`src/rtl/sidewalk_matrix_seq.sv`:
```
// Column-scanned pedestrian light matrix driver: STOP -> WALK -> FLASH -> STOP
// phase sequencer feeding an external glyph ROM, with registered row output.
module sidewalk_matrix_seq #(
    parameter int COLS             = 16,
    parameter int ROWS             = 16,
    parameter int SCAN_DIV         = 64,
    parameter int SWEEPS_PER_FRAME = 16,
    parameter int N_WALK_FRAMES    = 18,
    parameter int STOP_FRAMES      = 32,
    parameter int WALK_FRAMES      = 64,
    parameter int FLASH_FRAMES     = 16,
    parameter int AUTO_MODE        = 1
) (
    input  logic                               clk,
    input  logic                               rst,
    input  logic                               ped_req,
    input  logic                               force_stop,
    input  logic [ROWS-1:0]                    row_data,
    output logic [$clog2(N_WALK_FRAMES+1)-1:0] rom_frame,
    output logic [$clog2(COLS)-1:0]            rom_col,
    output logic [$clog2(COLS)-1:0]            cols,
    output logic [ROWS-1:0]                    rows,
    output logic                               walk,
    output logic                               flashing,
    output logic                               frame_tick
);
    localparam int CW   = $clog2(COLS);
    localparam int FW   = $clog2(N_WALK_FRAMES+1);
    localparam int SW   = (SCAN_DIV > 1) ? $clog2(SCAN_DIV) : 1;
    localparam int YW   = (SWEEPS_PER_FRAME > 1) ? $clog2(SWEEPS_PER_FRAME) : 1;
    localparam int PM1  = (STOP_FRAMES > WALK_FRAMES) ? STOP_FRAMES : WALK_FRAMES;
    localparam int PMAX = (PM1 > FLASH_FRAMES) ? PM1 : FLASH_FRAMES;
    localparam int PW   = (PMAX > 1) ? $clog2(PMAX) : 1;

    localparam logic [SW-1:0] SCAN_LAST  = SW'(SCAN_DIV-1);
    localparam logic [YW-1:0] SWEEP_LAST = YW'(SWEEPS_PER_FRAME-1);
    localparam logic [CW-1:0] COL_LAST   = CW'(COLS-1);
    localparam logic [FW-1:0] ANIM_LAST  = FW'(N_WALK_FRAMES-1);
    localparam logic [FW-1:0] STOP_GLYPH = FW'(N_WALK_FRAMES);
    localparam logic [PW-1:0] STOP_LAST  = PW'(STOP_FRAMES-1);
    localparam logic [PW-1:0] WALK_LAST  = PW'(WALK_FRAMES-1);
    localparam logic [PW-1:0] FLASH_LAST = PW'(FLASH_FRAMES-1);

    typedef enum logic [1:0] {ST_STOP, ST_WALK, ST_FLASH} state_t;

    state_t          state, state_nxt;
    logic [PW-1:0]   phase_cnt, phase_nxt;
    logic [FW-1:0]   anim_idx, anim_nxt, anim_inc;
    logic [SW-1:0]   scan_cnt;
    logic [YW-1:0]   sweep_cnt;
    logic            req_q, enter_walk, walk_d, flash_d;
    logic            col_tick, sweep_tick, frame_ev, blank;

    assign col_tick   = (scan_cnt == SCAN_LAST);
    assign sweep_tick = col_tick && (rom_col == COL_LAST);
    assign frame_ev   = sweep_tick && (sweep_cnt == SWEEP_LAST);
    assign anim_inc   = (anim_idx == ANIM_LAST) ? '0 : anim_idx + 1'b1;
    assign blank      = flashing & phase_cnt[0];

    always_ff @(posedge clk) begin
        if (rst) begin
            state     <= ST_STOP;
            phase_cnt <= '0;
            anim_idx  <= '0;
        end else begin
            state     <= state_nxt;
            phase_cnt <= phase_nxt;
            anim_idx  <= anim_nxt;
        end
    end

    // force_stop overrides everything; otherwise the phase only moves on frame boundaries.
    always_comb begin
        state_nxt  = state;
        phase_nxt  = phase_cnt;
        anim_nxt   = anim_idx;
        enter_walk = 1'b0;
        if (force_stop) begin
            state_nxt = ST_STOP;
            phase_nxt = '0;
            anim_nxt  = '0;
        end else if (frame_ev) begin
            case (state)
                ST_STOP: begin
                    if (phase_cnt >= STOP_LAST && (AUTO_MODE != 0 || req_q)) begin
                        state_nxt  = ST_WALK;
                        phase_nxt  = '0;
                        anim_nxt   = '0;
                        enter_walk = 1'b1;
                    end else if (phase_cnt < STOP_LAST) begin
                        phase_nxt = phase_cnt + 1'b1;
                    end
                end
                ST_WALK: begin
                    anim_nxt = anim_inc;
                    if (phase_cnt == WALK_LAST) begin
                        state_nxt = ST_FLASH;
                        phase_nxt = '0;
                    end else begin
                        phase_nxt = phase_cnt + 1'b1;
                    end
                end
                ST_FLASH: begin
                    anim_nxt = anim_inc;
                    if (phase_cnt == FLASH_LAST) begin
                        state_nxt = ST_STOP;
                        phase_nxt = '0;
                    end else begin
                        phase_nxt = phase_cnt + 1'b1;
                    end
                end
                default: begin
                    state_nxt = ST_STOP;
                    phase_nxt = '0;
                end
            endcase
        end
    end

    always_comb begin
        walk_d  = (state == ST_WALK) || (state == ST_FLASH);
        flash_d = (state == ST_FLASH);
    end

    // The frame address is taken from the next state so a new frame's glyph starts at column 0.
    always_ff @(posedge clk) begin
        if (rst) begin
            scan_cnt   <= '0;
            sweep_cnt  <= '0;
            rom_col    <= '0;
            rom_frame  <= STOP_GLYPH;
            cols       <= '0;
            rows       <= '0;
            walk       <= 1'b0;
            flashing   <= 1'b0;
            frame_tick <= 1'b0;
            req_q      <= 1'b0;
        end else begin
            scan_cnt <= col_tick ? '0 : scan_cnt + 1'b1;
            if (col_tick) begin
                rom_col   <= (rom_col == COL_LAST) ? '0 : rom_col + 1'b1;
                rom_frame <= (state_nxt == ST_STOP) ? STOP_GLYPH : anim_nxt;
            end
            if (sweep_tick)
                sweep_cnt <= (sweep_cnt == SWEEP_LAST) ? '0 : sweep_cnt + 1'b1;
            cols       <= rom_col;
            rows       <= blank ? '0 : row_data;
            walk       <= walk_d;
            flashing   <= flash_d;
            frame_tick <= frame_ev;
            req_q      <= ped_req | (req_q & ~enter_walk);
        end
    end
endmodule

```
`config.mk`:
```
export PLATFORM = sky130hd
export DESIGN_NAME = sidewalk_matrix_seq
export DESIGN_NICKNAME = d
export VERILOG_FILES = /design/src/rtl/sidewalk_matrix_seq.sv
export SDC_FILE = /design/constraint.sdc
export NUM_CORES = 1
export LEC_CHECK = 0
export ABC_AREA = 1
export BUFFER_PORTS_ARGS = -buffer_cell sky130_fd_sc_hd__buf_4
export CAP_MARGIN = 20
export CORE_UTILIZATION = 34
export CTS_CLUSTER_SIZE = 10
export DETAILED_ROUTE_END_ITERATION = 8
export HOLD_SLACK_MARGIN = 0.06
export PLACE_DENSITY = 0.58
export SLEW_MARGIN = 20
export SYNTH_ARGS = -nofsm -noshare
export SYNTH_HDL_FRONTEND = slang
export SYNTH_SLANG_ARGS = --single-unit
```
`constraint.sdc`:
```
create_clock -name clk -period 4.8 [get_ports clk]
set_input_delay 0.24 -clock clk [delete_from_list [all_inputs] [get_ports clk]]
set_output_delay 0.24 -clock clk [all_outputs]
set_load 0.02 [all_outputs]
```
==> results.md <==
* Vias at 2,042
* Hold path depth at 3
* Max_cap viols at 0
* Total CTS buffers at 5
* Number of synthesized flops with an enable pin at 0
* Tmin final at 1.98 ns
* Drt pass-1 iters at 8
* Row cnt at 29
* Initial antenna violation count at 0
* Fmax at 506 MHz
* Setup Viol. Count Final at 0
* Post-Syn Instances at 308
* Tcrit/Tclk final at 0.412
* Number of remaining DRC errors at 5
* Chip height at 84.4 um
* Io pins at 52
* Total Routing Usage GR at 0.144
* Slew of the pin with the lowest slew margin at 0.523 ns
* Antenna-violating nets left at 0
* H-tree depth at 2
* DR WL/cell at 11.1 um
* Clk sink count at 55
* Worst-path maximum fanout at 16
* Starting density of the core at 0.357
* Worst R2R Path Depth at 12
* Antenna cells at 0
* Comb pwr share at 0.063
* Area after DPL at 2760 um2
* PortBufs at 50
* Status: finished with violations
* Vias in the first global route at 1,940
* Seq cells post-synth at 55
* Worst EP arrival at 2.18 ns
* Area growth from synthesis to layout at 24.3%
* Post-synthesis async set-or-reset flop share at 0
* Flop pwr share at 0.571
* Syn_area_per_cell at 7.49 um2
* Worst EP required at 5.00 ns
* Clock Power Share at 0.366
* Synth warn at 0
* Filler cells at 684
* FF-to-FF setup slack at 2.82 ns
* Slew HR at 0.650
* Setup CP Type: reg2reg
* Share of cells above drive strength 1 at 0.177
* CTS Buffer Depth at 2
* Failing checks: design-rule violations
* Core area at 6460 um2
* Largest net degree at the start of global routing at 20
* GP Congestion at 0.842
* CP Launch Type: register
* Pint at 0.641 mW
* Clock transition at the registers of the reported paths at 0.09 ns
* Clock skew at 0.0112 ns
* Pwr dens at 286 nW/um2
* Congestion Overflow GR at 0
* RSZ-0062 raised after global routing: false
* Root buffer cell: clkbuf_8
* Setup TNS Final at 0 ns
* Leakage at 1.36 nW
* Ys flop type: dfxtp_1
* CTS tree: yes
* Synthesized net count at 338
* HP Class: in2reg
* Final Hold Viols at 0
* Drt via density at 4.66
* Later-pin clock latency in the skew report at 0.31 ns
* Syn Std Cell Area at 2310 um2
* Design area at 2870 um2
* Sw Pwr at 0.178 mW
* Post-CTS Resized at 0
* VDD IR max at 0.000140 V
* WL final at 4.87 mm
* Dpl ws at 2.80 ns
* Final net count at 391
* DR iter-0 viols at 82
* Yosys cell types at 29
* Endpoint class of the critical path: register
* CTS Hold Bufs at 0
* Register area share after synthesis at 0.477
* Hold_ws at 0.147 ns
* Final setup margin at 2.82 ns
* Post-CTS setup buffer count at 0
* Die Area at 7120 um2
* Final Max Slew Viols at 0
* First-pass GRT wire length at 8.30 mm
* Sw Share at 0.218
* Die Wd at 84.4 um
* DP Wirelength at 3.64 mm
path summary, 6_finish.rpt:
kind | start | endpoint
hold reg to reg | scan_cnt[0] | scan_cnt[0]
setup / recovery | scan_cnt[0] | rom_frame[4]
hold / removal | row_data[6] | rows[6]
setup reg to reg | scan_cnt[0] | rom_frame[4]
stage by stage:
stage	power (mW)	util	cells
CTS	0.833	0.444	438
finish	0.820	0.444	438
floorplan	0.505	-	308
global placement	0.531	0.428	431
detailed placement	0.532	0.428	431
global route	0.852	0.444	438
final cells by class:
cell class	instances	area [um2]	share of cell area
inverters	52	195	0.0681
multi-input cells	197	993	0.346
clock inverters	2	37.5	0.0131
flip-flops and latches	55	1100	0.384
repair buffers	50	375	0.131
well taps	77	96.3	0.0336
clock buffers	5	68.8	0.0240
sequential cells by signal (all words and copies together), names as in the netlist:
| register | cells |
|---|---|
| rom_col | 4 |
| frame_tick | 1 |
| state | 2 |
| anim_idx | 5 |
| phase_cnt | 6 |
| scan_cnt | 6 |
| walk | 1 |
| cols | 4 |
| rom_frame | 5 |
| flashing | 1 |
| rows | 16 |
| sweep_cnt | 4 |
kinds of logic after synthesis:
kind of cell,share of synthesized area
AND/OR/NAND/NOR,0.273
buffers and inverters,0.0922
flip-flops,0.477
AO/OA/AOI/OAI,0.0879
adder cells (fa/ha/maj),0.0542
XOR/XNOR,0.0152
worst max-delay path, stage by stage (launching register included):
cell	delay [ns]
dfxtp_1	0.36
ha_1	0.20
nand3_2	0.12
nor2_4	0.23
nand3_4	0.25
nor2_4	0.18
nand2_2	0.11
nand2_1	0.07
nand2_1	0.04
nand2_1	0.09
nand2_1	0.05
nor2_1	0.12
nor2_1	0.04
synthesized netlist by cell type, drive strengths merged (2+ instances only):
cell | n | area [um2]
nand3 | 17 | 103
or3 | 2 | 12.5
nor2 | 60 | 243
nand4 | 6 | 37.5
inv | 51 | 191
o21ai | 15 | 75.1
xor2 | 3 | 26.3
a21oi | 15 | 75.1
dfxtp | 55 | 1100
o211ai | 3 | 22.5
ha | 10 | 125
buf | 3 | 13.8
nand2 | 59 | 224
metal layers:
metal	vias to the layer above	GRT usage	part of all wire
li1	1062	-	-
met1	937	0.171	0.46
met2	36	0.257	0.49
met3	7	0.0334	0.045
met4	0	0.0447	0.012
met5	-	0	0
cells in the final DEF (no fill, tap or decap), types with 2 or more instances in the layout:
| cell | instances |
|---|---|
| clkbuf_8 | 5 |
| nor2_1 | 57 |
| nand3_1 | 15 |
| o211ai_1 | 3 |
| dfxtp_1 | 55 |
| nand2_1 | 58 |
| ha_1 | 10 |
| nand4_1 | 6 |
| o21ai_1 | 4 |
| o21ai_0 | 11 |
| inv_1 | 51 |
| nor2_4 | 2 |
| xor2_1 | 3 |
| or3_1 | 2 |
| a21oi_1 | 15 |
| buf_4 | 50 |
power groups by stage:
stage                     registers (mW)  clock network [mW]  logic (mW)
after floorplan                    0.488                   0      0.0164
after global placement             0.479                   0      0.0518
after detailed placement           0.479                   0      0.0523
after CTS                          0.469               0.312      0.0524
after global routing               0.470               0.326      0.0564
final                              0.469               0.300      0.0516
No activity file was read; power rests on OpenSTA's default activity.
